===== src/rtl/rv_pipe_pkg.sv =====
// Shared execute/memory pipeline types: the payload carried across the
// execute->memory boundary and the default elastic buffer depth.
package rv_pipe_pkg;

    localparam int unsigned EX_BUF_DEPTH = 2;

    typedef struct packed {
        logic [31:0] alu_result;
        logic [31:0] mdu_result;
        logic        mem_req;
        logic        mem_we;
        logic [1:0]  mem_size;
        logic [31:0] mem_addr;
        logic [31:0] mem_data;
        logic        gpr_wr_en;
        logic [4:0]  gpr_addr;
        logic [1:0]  gpr_src_sel;
        logic        branch;
        logic        jal;
        logic        jalr;
        logic [31:0] target_pc;
        logic [31:0] next_pc;
        logic        prediction;
        logic        br_j_taken;
    } ex_payload_t;

endpackage


===== src/rtl/rv_ex_elastic_reg_chk.sv =====
// Protocol and occupancy properties for the execute->memory elastic buffer.
module rv_ex_elastic_reg_chk #(
    parameter int unsigned DATA_W = 32,
    parameter int unsigned DEPTH  = 2,
    parameter int unsigned CNT_W  = 2
) (
    input logic              clk,
    input logic              arstn,
    input logic              flush,
    input logic              push,
    input logic              pop,
    input logic              m_valid,
    input logic              m_ready,
    input logic [DATA_W-1:0] m_data,
    input logic [CNT_W-1:0]  count
);

    int unsigned r_occ;

    // Shadow occupancy built only from accepted transfers
    always_ff @(posedge clk or negedge arstn) begin
        if (!arstn) begin
            r_occ <= 32'd0;
        end else if (flush) begin
            r_occ <= 32'd0;
        end else begin
            r_occ <= r_occ + 32'(push) - 32'(pop);
        end
    end

    a_no_push_full: assert property (@(posedge clk) disable iff (!arstn)
        (count == CNT_W'(DEPTH)) |-> !push);
    a_no_pop_empty: assert property (@(posedge clk) disable iff (!arstn)
        (count == '0) |-> !pop);
    a_data_hold: assert property (@(posedge clk) disable iff (!arstn)
        (m_valid && !m_ready && !flush) |=> $stable(m_data));
    a_count_match: assert property (@(posedge clk) disable iff (!arstn)
        (32'(count) == r_occ) && (32'(count) <= DEPTH));

endmodule


===== src/rtl/rv_ring_ptr.sv =====
// Ring-buffer index that wraps DEPTH-1 -> 0; DEPTH need not be a power of two.
module rv_ring_ptr #(
    parameter  int unsigned DEPTH = 2,
    localparam int unsigned PTR_W = (DEPTH > 1) ? $clog2(DEPTH) : 1
) (
    input  logic             clk,
    input  logic             arstn,
    input  logic             clr,
    input  logic             inc,
    output logic [PTR_W-1:0] ptr_o
);

    logic [PTR_W-1:0] r_ptr;

    // Pointer register: clear has priority over increment
    always_ff @(posedge clk or negedge arstn) begin
        if (!arstn) begin
            r_ptr <= '0;
        end else if (clr) begin
            r_ptr <= '0;
        end else if (inc) begin
            r_ptr <= (r_ptr == PTR_W'(DEPTH - 1)) ? '0 : r_ptr + PTR_W'(1);
        end else begin
            r_ptr <= r_ptr;
        end
    end

    assign ptr_o = r_ptr;

endmodule


===== src/rtl/rv_ex_elastic_reg.sv =====
// Elastic execute->memory register: DEPTH-entry valid/ready ring buffer with
// synchronous flush and optional zero-latency fall-through when empty.
module rv_ex_elastic_reg
    import rv_pipe_pkg::*;
#(
    parameter int unsigned DATA_W       = $bits(ex_payload_t),
    parameter int unsigned DEPTH        = EX_BUF_DEPTH,
    parameter bit          FALL_THROUGH = 1'b0,
    parameter int unsigned CNT_W        = $clog2(DEPTH + 1)
) (
    input  logic              clk_i,
    input  logic              arstn_i,
    input  logic              flush_i,
    input  logic              s_valid_i,
    output logic              s_ready_o,
    input  logic [DATA_W-1:0] s_data_i,
    output logic              m_valid_o,
    input  logic              m_ready_i,
    output logic [DATA_W-1:0] m_data_o,
    output logic [CNT_W-1:0]  count_o,
    output logic              stall_req_o
);

    localparam int unsigned PTR_W = (DEPTH > 1) ? $clog2(DEPTH) : 1;

    logic [DATA_W-1:0] r_mem [DEPTH];
    logic [CNT_W-1:0]  r_count;
    logic [PTR_W-1:0]  w_wr_ptr;
    logic [PTR_W-1:0]  w_rd_ptr;
    logic              w_empty;
    logic              w_bypass;
    logic              w_push;
    logic              w_pop;

    // Ready is a pure function of the registered count, so m_ready_i never reaches it
    assign w_empty     = (r_count == '0);
    assign s_ready_o   = (r_count < CNT_W'(DEPTH));
    assign stall_req_o = ~s_ready_o;
    assign count_o     = r_count;

    assign w_bypass = FALL_THROUGH & w_empty & s_valid_i & m_ready_i & ~flush_i;
    assign w_push   = s_valid_i & s_ready_o & ~flush_i & ~w_bypass;
    assign w_pop    = m_valid_o & m_ready_i & ~w_bypass;

    // Output selection: forwarded input when empty in fall-through mode, else head entry
    always_comb begin
        m_valid_o = 1'b0;
        m_data_o  = r_mem[w_rd_ptr];
        if (FALL_THROUGH && w_empty) begin
            m_valid_o = s_valid_i & ~flush_i;
            m_data_o  = s_data_i;
        end else begin
            m_valid_o = ~w_empty & ~flush_i;
            m_data_o  = r_mem[w_rd_ptr];
        end
    end

    // Occupancy counter; simultaneous push and pop leave it unchanged
    always_ff @(posedge clk_i or negedge arstn_i) begin
        if (!arstn_i) begin
            r_count <= '0;
        end else if (flush_i) begin
            r_count <= '0;
        end else if (w_push && !w_pop) begin
            r_count <= r_count + CNT_W'(1);
        end else if (w_pop && !w_push) begin
            r_count <= r_count - CNT_W'(1);
        end else begin
            r_count <= r_count;
        end
    end

    // Payload storage is deliberately outside the reset domain
    always_ff @(posedge clk_i) begin
        if (w_push) begin
            r_mem[w_wr_ptr] <= s_data_i;
        end
    end

    rv_ring_ptr #(.DEPTH(DEPTH)) u_wr_ptr (
        .clk   (clk_i),
        .arstn (arstn_i),
        .clr   (flush_i),
        .inc   (w_push),
        .ptr_o (w_wr_ptr)
    );

    rv_ring_ptr #(.DEPTH(DEPTH)) u_rd_ptr (
        .clk   (clk_i),
        .arstn (arstn_i),
        .clr   (flush_i),
        .inc   (w_pop),
        .ptr_o (w_rd_ptr)
    );

    rv_ex_elastic_reg_chk #(.DATA_W(DATA_W), .DEPTH(DEPTH), .CNT_W(CNT_W)) u_chk (
        .clk     (clk_i),
        .arstn   (arstn_i),
        .flush   (flush_i),
        .push    (w_push),
        .pop     (w_pop),
        .m_valid (m_valid_o),
        .m_ready (m_ready_i),
        .m_data  (m_data_o),
        .count   (count_o)
    );

endmodule

===== config.mk =====
export PLATFORM = sky130hd
export DESIGN_NAME = rv_ex_elastic_reg
export DESIGN_NICKNAME = d
export VERILOG_FILES = /design/src/rtl/rv_pipe_pkg.sv /design/src/rtl/rv_ex_elastic_reg_chk.sv /design/src/rtl/rv_ring_ptr.sv /design/src/rtl/rv_ex_elastic_reg.sv
export SDC_FILE = /design/constraint.sdc
export NUM_CORES = 1
export LEC_CHECK = 0
export CAP_MARGIN = 10
export CORE_ASPECT_RATIO = 1.2
export CORE_MARGIN = 8
export CORE_UTILIZATION = 35
export CTS_BUF_LIST = sky130_fd_sc_hd__clkbuf_16
export DETAILED_ROUTE_END_ITERATION = 6
export PLACE_DENSITY = 0.72
export SYNTH_ARGS = -nofsm -noshare
export SYNTH_HDL_FRONTEND = slang
export SYNTH_SLANG_ARGS = --single-unit

===== constraint.sdc =====
create_clock -name clk_i -period 21.8 [get_ports clk_i]
set_input_delay 4.36 -clock clk_i [delete_from_list [all_inputs] [get_ports clk_i]]
set_output_delay 4.36 -clock clk_i [all_outputs]
set_load 0.05 [all_outputs]

* After elaboration in Yosys (flattened, before gate mapping)
Memories as Yosys holds them, arrays and structs flattened. Index checks and enable logic that the tools add are counted.
Word-level totals: bits in registers 4, memory bits (writable) 418, input bits 214, memories 1
Memory list:
- r_mem | depth 2, width 209, rd ports 1, clocked after memory_dff 0, write ports 1, line rv_ex_elastic_reg.sv:26 | logic [DATA_W-1:0] r_mem [DEPTH];
Cells by class: add/subtract/negate cells 4, order comparisons 1, mux-type cells 11, bitwise gates (word level) 7, reductions and logical operators 8
Operator list (count):
- 1-bit two-way mux | 8
- 2-bit two-way mux | 3
- 1-bit AND | 4
- 2-bit nonzero test | 2
- 1-bit inverter | 3
- 3-bit nonzero test | 1
- 1-bit adder (second input constant) | 2
- 2-bit by 1-bit adder with 2-bit output (second input constant) | 1
- 1-bit logical AND | 2
- 1-bit logical NOT | 2
- 2-bit logical NOT | 1
- 2-bit less-than comparator (second input constant) | 1
- 2-bit by 1-bit subtractor with 2-bit output (second input constant) | 1

* Depth between registers and ports, before layout
Gate-level depths: netlist (run 1).
word-level depth 8, mapped depth 3

* Cells and area by module
From an unflattened synthesis (run 1), not the netlist that was laid out.
Unflattened totals: cells, all modules 676, area, all modules 15737.6 µm²
By module, submodules not included:
- rv_ex_elastic_reg | times used 1, cells an instance 670, area each 15662.5 µm²
- rv_ring_ptr | times used 2, cells an instance 3, area each 37.5 µm²

* Least setup slack after synthesis (run 1)
No wires, ideal clock.
path type input -> register, from input port s_valid_i, to memory r_mem[1][0] (netlist bit), enable pin, setup time 1.076 ns, data arrival time 19.573 ns, data required time 20.724 ns, path slack 1.151 ns, cell stages on the path 2, buffers on the path 0, cell sequence nand2b_2 -> nor3b_1
Between the ends: word-level cells in the longest chain between the ends 4
Ends and longest elaborated chain:
- start, declared | line rv_ex_elastic_reg.sv:14 | input logic s_valid_i,
- 1-bit AND (2 in series) | line rv_ex_elastic_reg.sv:42 | assign w_push = s_valid_i & s_ready_o & ~flush_i & ~w_bypass;
- 1-bit two-way mux | line rv_ex_elastic_reg.sv:75 | if (w_push) begin
- 1-bit two-way mux (not written as such) | line rv_ex_elastic_reg.sv:76 | r_mem[w_wr_ptr] <= s_data_i;
- end, declared | line rv_ex_elastic_reg.sv:26
No other way between the ends.

* Worst setup path in the final report (run 1)
from input port flush_i, to output port m_valid_o
Between the ends: word-level cells in the longest chain between the ends 2
Ends and longest elaborated chain:
- start, declared | line rv_ex_elastic_reg.sv:13 | input logic flush_i,
- 1-bit inverter | line rv_ex_elastic_reg.sv:53 | m_valid_o = ~w_empty & ~flush_i;
- 1-bit AND | line rv_ex_elastic_reg.sv:53
- end, declared | line rv_ex_elastic_reg.sv:17 | output logic m_valid_o,
No other way between the ends.

==> results of run 1 <==
[cells in the mapped netlist]
library cell | n | area share [%]
buf_4 | 1 | 0.049
a21oi_1 | 2 | 0.065
nand2_1 | 1 | 0.024
nand2b_2 | 1 | 0.057
nor2_1 | 4 | 0.098
xor2_1 | 2 | 0.11
edfxtp_1 | 418 | 82
a21o_1 | 1 | 0.049
dfrtp_1 | 4 | 0.65
o21ai_0 | 2 | 0.065
nor3_1 | 1 | 0.033
mux2_2 | 209 | 15
mux2i_1 | 1 | 0.065
nand2b_1 | 1 | 0.041
buf_6 | 22 | 1.6
nor2b_1 | 2 | 0.081
buf_2 | 1 | 0.033
nor3b_1 | 1 | 0.049
inv_1 | 1 | 0.024
[registers in the layout, indices dropped and copies added (netlist names)]
| signal | flops |
|---|---|
| u_wr_ptr.ptr_o | 1 |
| count_o | 2 |
| u_rd_ptr.ptr_o | 1 |
| r_mem | 418 |
[worst paths after layout]
check,to,slack [ps],cells after the start
setup / recovery,m_valid_o,11560,3
hold / removal,u_wr_ptr.ptr_o,610,2
setup reg to reg,r_mem[1][90],19360,3
hold reg to reg,u_wr_ptr.ptr_o,610,2
max in group asynchronous,u_rd_ptr.ptr_o,17610,1
min in group asynchronous,u_wr_ptr.ptr_o,4000,1
[critical path, cell delays in order]
cell and delay [ps]:
clkdlybuf4s50_1 550, nor2_1 160, clkdlybuf4s50_1 810
[stage by stage]
stage | cells | util, % | setup slack [ps]
2_1_floorplan | 675 | - | 1150
3_3_place_gp | 1644 | 46.3 | 11490
3_5_place_dp | 1644 | 46.3 | 11550
4_1_cts | 1723 | 49.4 | 11550
5_1_grt | 1727 | 49.4 | 11510
6_report | 1729 | 49.4 | 11560
[layout by cell type (no fill, tap or decap)]
cell,n
a21o_1,1
clkinv_2,6
edfxtp_1,418
inv_6,4
a21oi_1,2
o21ai_0,2
clkinv_1,7
nor3b_2,1
nand2b_1,1
clkdlybuf4s50_1,427
dfrtp_1,3
nand2_1,1
nor2b_1,2
mux2_2,209
diode_2,6
inv_1,14
dfrtp_4,1
buf_4,5
buf_12,2
mux2i_1,1
clkinvlp_4,1
nor3_2,1
bufinv_16,3
clkbuf_16,45
nor2_1,4
nand2b_2,1
xor2_1,2
[per-layer routing]
layer | part of all wire (%) | vias to the layer above | wire length, um
li1 | - | 3626 | -
met1 | 36 | 3978 | 13300
met2 | 51 | 313 | 18600
met3 | 10 | 55 | 3660
met4 | 2.4 | 6 | 892
met5 | 0.085 | - | 31
[logic make-up after synthesis]
logic type / count (synthesis) / share of synthesized area [%]
mux: 210 / 15.4
compound gates: 5 / 0.179
buf+inv: 25 / 1.72
xor+xnor: 2 / 0.114
simple gates: 11 / 0.382
flops: 422 / 82.2
[power groups by stage]
| stage | combinational, W | sequential [W] | clock (W) |
|---|---|---|---|
| after floorplan | 0.000208 | 0.000972 | 0 |
| after global placement | 0.000335 | 0.000954 | 0 |
| after detailed placement | 0.000337 | 0.000957 | 0 |
| after CTS | 0.000339 | 0.000940 | 0.000733 |
| after global routing | 0.000348 | 0.000942 | 0.000762 |
| final | 0.000334 | 0.000939 | 0.000708 |
[cell type report]
class | instances | area [um2] | share of cell area, %
multi-input cells | 228 | 2480 | 11.5
well taps | 559 | 699 | 3.24
inverters | 1 | 3.75 | 0.0174
repair buffers | 434 | 4350 | 20.2
diodes | 6 | 15.0 | 0.0696
flip-flops and latches | 422 | 12700 | 58.7
clock inverters | 34 | 238 | 1.10
clock buffers | 45 | 1130 | 5.22
==> results.ini, run 1 <==
[die]
start_util_pct = 35.3
dieArea_um2 = 50900
die_w_um = 207
die_h_um = 246
ios = 428
core_um2 = 43600
core.rowCount = 84

[grt]
grt_pass1_vias = 8793
grt_max_degree = 178
grt_most_used_layer = met2
grt_remaining_overflow = 0
met1_usage_pct = 14.3
antenna_found_initial = 9
grt_pass1_wl_um = 53600
grt_use_total_pct = 13.7
globalRouteMet2Util_pct = 24.0
grtUsageMet3_pct = 6.49

[layout]
nets = 1345
synthToLayoutAreaGrowth_pct = 40.2
nFillCells = 3540
drive_above_1_share_pct = 24.0
stdcell_area_um2 = 21600

[clocking]
post_cts_buffers = 0
cts-root-buf = clkbuf_16
worstSkewPairLatency_ps = 550
htree_levels = 2
cts_tree = done
cts_buffer_depth = 3
cts_sinks = 422
post_cts_resized = 0
numCtsBuffers = 44
cts_hold_buf = 0
clkTransAtPathRegs_ps = 60

[logic_synthesis]
yosysWarnings = 0
synth_fp_nets = 889
synth_seq_cells = 422
syn-cell-area_um2 = 15400
ys_types = 19
synth_cells = 675
synth_area_per_cell_um2 = 22.8
yosysSeqAreaShare_pct = 82.2

[detailed_routing]
firstDrtPassIters = 4
vias = 7978
routedWlPerCell_um = 21.1
routed_wl_um = 36400
drcViolationCount = 0
ant_nets = 0
dr.first_iter.drc_count = 322
drt-vias-per-instance = 4.61

[critical_path]
path_class = in -> out
cp.arrival_ps = 5880
crit_fanout = 7
reg2reg_from = count_o[1]
crit_path_start = flush_i
worstPathRequired_ps = 17440
cp-end-kind = primary output
startpoint_type = input pin

[run]
cap_violations = 0

[min_path]
hold_path.class = reg -> reg
min_from = u_wr_ptr.ptr_o

[power]
finalPower_w = 0.00198
cellPowerDensity_nw_per_um2 = 91.9
p_switching_w = 0.000511
leakagePower_nw = 7.12
intPower_w = 0.00147
pwr-share-comb_pct = 16.9
ir_drop_uv = 80.0
pwr-share-clk_pct = 35.7
seqPwrFrac_pct = 47.4
power.share.switching_pct = 25.8

[timing]
worst_pin_slew_ps = 1140
rsz0062_at_grt = false
setup-tns-final_ps = 0
finalCritPeriodShare_pct = 47.0
finalHoldViolCount = 0
slew_violations = 0
fin_skew_ps = 18.6
finalSetupViolCount = 0
fin_crit_ps = 10240
max_freq_mhz = 97.6
slew_headroom_pct = 24.3
worst_hold_slack_ps = 612

[place]
dpl_cell_area_um2 = 20200
dpl.hpwl_um = 23900
gp_congestion = 0.731
port_buffers = 427

[run_status]
status = finished, final reports clean

No activity file was read; power rests on OpenSTA's default activity.
==> inputs of run 2 (changes only) <==
--- a/config.mk
+++ b/config.mk
@@ -11,7 +11,7 @@
 export CORE_UTILIZATION = 35
 export CTS_BUF_LIST = sky130_fd_sc_hd__clkbuf_16
 export DETAILED_ROUTE_END_ITERATION = 6
-export PLACE_DENSITY = 0.72
+export PLACE_DENSITY = 0.75
 export SYNTH_ARGS = -nofsm -noshare
 export SYNTH_HDL_FRONTEND = slang
 export SYNTH_SLANG_ARGS = --single-unit
==> constraint.sdc (replaced) <==
create_clock -name clk_i -period 8.5 [get_ports clk_i]
set_input_delay 1.7 -clock clk_i [delete_from_list [all_inputs] [get_ports clk_i]]
set_output_delay 1.7 -clock clk_i [all_outputs]
set_load 0.05 [all_outputs]
==> results.ini, run 2 (synthesis results as in run 1) <==
[run_status]
status = finished, final reports clean

[power]
pwr-share-comb_pct = 16.3  ; -0.6 points
p_switching_w = 0.00130  ; +150%
seqPwrFrac_pct = 46.6  ; -0.8 points
ir_drop_uv = 169  ; +110%
power.share.switching_pct = 25.0  ; -0.75 points
intPower_w = 0.00389  ; +160%
leakagePower_nw = 7.16  ; +0.57%
pwr-share-clk_pct = 37.1  ; +1.4 points
cellPowerDensity_nw_per_um2 = 239  ; +160%

[layout]
final_cell_mix = 427 x clkdlybuf4s50_1, 418 x edfxtp_1, 209 x mux2_2, 45 x clkbuf_16, 10 x inv_1
top_register = r_mem
final_common_cell = clkdlybuf4s50_1
synthToLayoutAreaGrowth_pct = 40.8
drive_above_1_share_pct = 24.3  ; +0.34 points
final_cells = 1731  ; +0.12%
nets = 1346  ; +0.074%
fin_util_pct = 49.7  ; +0.23 points
largest_reg_flops = 418  ; unchanged

[grt]
grt_pass1_vias = 8703  ; -1.0%
antenna_found_initial = 8  ; -1
grt_max_degree = 75  ; -58%
grt_use_total_pct = 13.6  ; -0.15 points
grt_remaining_overflow = 0  ; unchanged
grt_pass1_wl_um = 53200  ; -0.81%

[critical_path]
worstPathRequired_ps = 6800  ; -10640 ps
cp.arrival_ps = 3720  ; -2160 ps
startpoint_type = flip-flop
cp-end-kind = primary output
crit_fanout = 74  ; +67
path_class = reg -> out

[die]
ios = 428  ; unchanged
die_h_um = 246  ; unchanged
core.rowCount = 84  ; unchanged
start_util_pct = 35.3  ; unchanged
core_um2 = 43600  ; unchanged
die_w_um = 207  ; unchanged
dieArea_um2 = 50900  ; unchanged

[clocking]
cts-root-buf = clkbuf_16
numCtsBuffers = 43  ; -2.3%
post_cts_buffers = 0  ; unchanged
cts_buffer_depth = 3  ; unchanged
post_cts_resized = 0  ; unchanged
clkTransAtPathRegs_ps = 60  ; about the same
cts_tree = done
cts_hold_buf = 0  ; unchanged
worstSkewPairLatency_ps = 540  ; about the same
cts_sinks = 422  ; unchanged
htree_levels = 2  ; unchanged

[timing]
fin_crit_ps = 5420
setup-tns-final_ps = 0  ; unchanged
finalCritPeriodShare_pct = 63.8
slew_headroom_pct = 29.1  ; +4.8 points
rsz0062_at_grt = false
fin_skew_ps = 9.46  ; -9.10 ps
slew_violations = 0  ; unchanged
finalHoldViolCount = 0  ; unchanged
finalSetupViolCount = 0  ; unchanged
worst_hold_slack_ps = 608  ; -3.91 ps
max_freq_mhz = 184
worst_pin_slew_ps = 1060  ; -72.1 ps

[place]
gp_congestion = 0.743  ; +1.6%
dpl.hpwl_um = 24700  ; +3.1%
port_buffers = 427  ; unchanged
dpl.cell_count = 1646  ; +0.12%

[detailed_routing]
firstDrtPassIters = 6  ; +2
vias = 7965  ; -0.16%
ant_nets = 0  ; unchanged
drt-vias-per-instance = 4.60  ; -0.28%
routed_wl_um = 36200  ; -0.65%
dr.first_iter.drc_count = 334  ; +3.7%
routedWlPerCell_um = 20.9  ; -0.77%
drcViolationCount = 0  ; unchanged

[min_path]
hold_path.class = reg -> reg

[run]
cap_violations = 0  ; unchanged

## run 2: changes by cell type in the layout (fill, tap and decap cells not counted), moves of 2 or more
| cell | change |
|---|---|
| clkinv_4 | +2 |
| bufinv_16 | +4 |
| inv_6 | -4 |
| buf_12 | -2 |
| buf_4 | +4 |
| inv_1 | -4 |
| diode_2 | +2 |
## run 2: layer usage
metal  up-vias  GRT usage [%]  part of all wire, %
met2       317           23.2                   51
met3        67           5.75                  8.8
li1       3625              -                    -
met4         2           5.32                  2.9
met5         -              0                0.036
met1      3954           14.8                   38
## run 2: power groups by stage
stage                     sequential, W  clock, W  combinational, W
final                           0.00242   0.00192          0.000845
after global routing            0.00243   0.00206          0.000879
after CTS                       0.00242   0.00198          0.000858
after detailed placement        0.00246         0          0.000853
after global placement          0.00246         0          0.000845
after floorplan                 0.00246         0          0.000534
## run 2: stage by stage
step	power, W	worst slack [ps]	cell area (um2)
global placement	0.00330	3490	20200
CTS	0.00526	2940	21600
finish	0.00519	3080	21700
floorplan	0.00299	858	15400
detailed placement	0.00332	3490	20200
global route	0.00536	2850	21700
## run 2: cell type report
cell class | instances | area [um2]
diodes | 8 | 20.0
clock buffers | 45 | 1130
clock inverters | 32 | 329
fillers | 3561 | 22000
inverters | 1 | 3.75
multi-input cells | 228 | 2490
flip-flops and latches | 422 | 12700
well taps | 559 | 699
repair buffers | 436 | 4340
## run 2: final timing paths
| kind | start | to | slack (ps) | cells past startpoint |
|---|---|---|---|---|
| max | u_rd_ptr.ptr_o | m_data_o[61] | 3080 | 3 |
| min | count_o[0] | count_o[0] | 610 | 2 |
| max reg2reg | count_o[1] | r_mem[1][192] | 5540 | 3 |
| min reg2reg | count_o[0] | count_o[0] | 610 | 2 |
| max in group asynchronous | arstn_i | u_rd_ptr.ptr_o | 6940 | 1 |
| min in group asynchronous | arstn_i | count_o[0] | 1360 | 1 |
## run 2: critical path, stage by stage (launching register included)
cell and delay (ps):
dfrtp_4 1040, buf_4 860, mux2_2 420, clkdlybuf4s50_1 740
==> inputs of run 3 (changes only) <==
--- a/config.mk
+++ b/config.mk
@@ -11,7 +11,7 @@
 export CORE_UTILIZATION = 35
 export CTS_BUF_LIST = sky130_fd_sc_hd__clkbuf_16
 export DETAILED_ROUTE_END_ITERATION = 6
-export PLACE_DENSITY = 0.75
+export PLACE_DENSITY = 0.72
 export SYNTH_ARGS = -nofsm -noshare
 export SYNTH_HDL_FRONTEND = slang
 export SYNTH_SLANG_ARGS = --single-unit
==> constraint.sdc (replaced) <==
create_clock -name clk_i -period 5.31 [get_ports clk_i]
set_input_delay 1.062 -clock clk_i [delete_from_list [all_inputs] [get_ports clk_i]]
set_output_delay 1.062 -clock clk_i [all_outputs]
set_load 0.05 [all_outputs]
==> results.ini, run 3 (synthesis results as in run 1) <==
[run_status]
status = finished, final reports clean

[critical_path]
worstPathRequired_ps = 4250  ; -2550 ps
startpoint_type = flip-flop
rr_worst_depth = 3  ; unchanged
rrSetupSlack_ps = 3240  ; -2300 ps
reg2reg_from = count_o[1]
path_class = reg -> out
critPathSlowestCell = dfrtp_4
crit_chain = buf_4 > mux2_2 > clkdlybuf4s50_1
crit_fanout = 54  ; -27%
cp-end-kind = primary output
crit_path_max_incr_delay_ps = 980  ; -60 ps
reg2reg_to = r_mem[1][89]
cp.arrival_ps = 3130  ; -590 ps

[power]
intPower_w = 0.00603  ; +55%
pwr-share-clk_pct = 35.2  ; -1.9 points
pwr-share-comb_pct = 17.0  ; +0.7 points
cellPowerDensity_nw_per_um2 = 373  ; +56%
power.share.switching_pct = 25.4  ; +0.42 points
leakagePower_nw = 7.14  ; -0.34%
p_switching_w = 0.00206  ; +59%
ir_drop_uv = 242  ; +44%
seqPwrFrac_pct = 47.8  ; +1.2 points

[min_path]
hold_path.class = reg -> reg
worstHoldEndpoint = count_o[0]
min_from = count_o[0]
min_path_cells = 2  ; unchanged

[timing]
max_freq_mhz = 239
setup-tns-final_ps = 0  ; unchanged
worst_pin_slew_ps = 848  ; -216 ps
slew_headroom_pct = 43.5  ; +14 points
fin_crit_ps = 4190
fin_skew_ps = 10.2  ; +0.789 ps
slew_violations = 0  ; unchanged
rsz0062_at_grt = false
finalSetupViolCount = 0  ; unchanged
finalCritPeriodShare_pct = 78.9
finalHoldViolCount = 0  ; unchanged

[clocking]
post_cts_buffers = 0  ; unchanged
numCtsBuffers = 43  ; unchanged
cts_tree = done
htree_levels = 2  ; unchanged
post_cts_resized = 0  ; unchanged
cts-root-buf = clkbuf_16
cts_buffer_depth = 3  ; unchanged
worstSkewPairLatency_ps = 540  ; about the same
cts_sinks = 422  ; unchanged
clkTransAtPathRegs_ps = 60  ; about the same
cts_hold_buf = 0  ; unchanged

[detailed_routing]
drt-vias-per-instance = 4.60  ; about the same
routedWlPerCell_um = 21.1  ; +1.1%
vias = 7980  ; +0.19%
drcViolationCount = 0  ; unchanged
ant_nets = 0  ; unchanged
dr.first_iter.drc_count = 254  ; -24%
firstDrtPassIters = 4  ; -2
routed_wl_um = 36600  ; +1.2%

[layout]
nFillCells = 3599  ; +1.1%
register_area_um2 = 12700  ; unchanged
stdcell_area_um2 = 21700  ; about the same
largest_reg_flops = 418  ; unchanged
final_common_cell = clkdlybuf4s50_1
synthToLayoutAreaGrowth_pct = 40.8  ; about the same
drive_above_1_share_pct = 24.1  ; -0.19 points
final_cell_mix = 427 x clkdlybuf4s50_1, 418 x edfxtp_1, 209 x mux2_2, 45 x clkbuf_16, 14 x clkinv_1
nets = 1352  ; +0.45%
multi_input_comb_area_um2 = 2490  ; +0.20%
top_register = r_mem

[die]
die_w_um = 207  ; unchanged
core.rowCount = 84  ; unchanged
ios = 428  ; unchanged
start_util_pct = 35.3  ; unchanged
die_h_um = 246  ; unchanged
dieArea_um2 = 50900  ; unchanged
core_um2 = 43600  ; unchanged

[place]
port_buffers = 427  ; unchanged
dpl.hpwl_um = 25300  ; +2.7%
gp_congestion = 0.747  ; +0.46%
dpl_cell_area_um2 = 20300  ; +0.62%

[grt]
grt_pass1_vias = 8759  ; +0.64%
antenna_found_initial = 7  ; -1
grt_pass1_wl_um = 53300  ; +0.20%
grt_remaining_overflow = 0  ; unchanged
grt_max_degree = 116  ; +55%
grt_use_total_pct = 13.7  ; +0.13 points

[run]
cap_violations = 0  ; unchanged

-- run 3: cell count changes in the layout (fill, tap and decap cells not counted), sizes merged --
| cell | before | now |
|---|---|---|
| inv | 11 | 9 |
| clkinvlp | 0 | 3 |
| buf | 9 | 15 |
| clkinv | 15 | 17 |
| diode | 8 | 6 |
| bufinv | 7 | 3 |
-- run 3: through the flow --
step / instances / hold slack [ps] / total power (W) / util, % / setup slack (ps)
2_1_floorplan: 675 / 583 / 0.00479 / - / -1550
3_5_place_dp: 1652 / 650 / 0.00532 / 46.6 / 1570
5_1_grt: 1732 / 703 / 0.00836 / 49.7 / 942
3_3_place_gp: 1652 / 607 / 0.00530 / 46.6 / 1530
4_1_cts: 1728 / 657 / 0.00820 / 49.6 / 1010
6_report: 1734 / 657 / 0.00809 / 49.7 / 1120
-- run 3: how the worst max path moves through the flow --
stage,cells after the start,to,startpoint
floorplan,2,r_mem[1][0],s_valid_i
global placement,3,m_valid_o,flush_i
detailed placement,3,m_valid_o,flush_i
CTS,3,m_data_o[48],u_rd_ptr.ptr_o
global route,3,m_data_o[48],u_rd_ptr.ptr_o
finish,3,m_data_o[48],u_rd_ptr.ptr_o
-- run 3: area by class of cell --
cell class                      instances  share of cell area (%)
Sequential cell                       422                    58.4
Timing Repair Buffer                  442                    20.6
Multi-Input combinational cell        228                    11.5
Clock buffer                           45                    5.20
Tap cell                              559                    3.23
Clock inverter                         31                   0.970
Antenna cell                            6                  0.0693
Inverter                                1                  0.0173
-- run 3: metal layers --
layer / vias up / wire [um] / global-route usage (%)
met2: 277 / 19300 / 24.5
met3: 73 / 3050 / 5.60
met1: 3993 / 13000 / 13.9
met4: 2 / 1250 / 6.17
met5: - / 13 / 0
li1: 3635 / - / -
-- run 3: power by group through the flow --
stage,logic [W],registers [W],clock network [W]
CTS,0.00139,0.00387,0.00294
global placement,0.00137,0.00393,0
detailed placement,0.00138,0.00394,0
global route,0.00143,0.00388,0.00306
floorplan,0.000855,0.00394,0
finish,0.00137,0.00387,0.00285
-- run 3: worst max-delay path, delay by kind of cell (launching register included) --
family / cells / cell delay [ps]
multiplexers: 1 / 390
flip-flops: 1 / 980
buffers and inverters: 2 / 1170
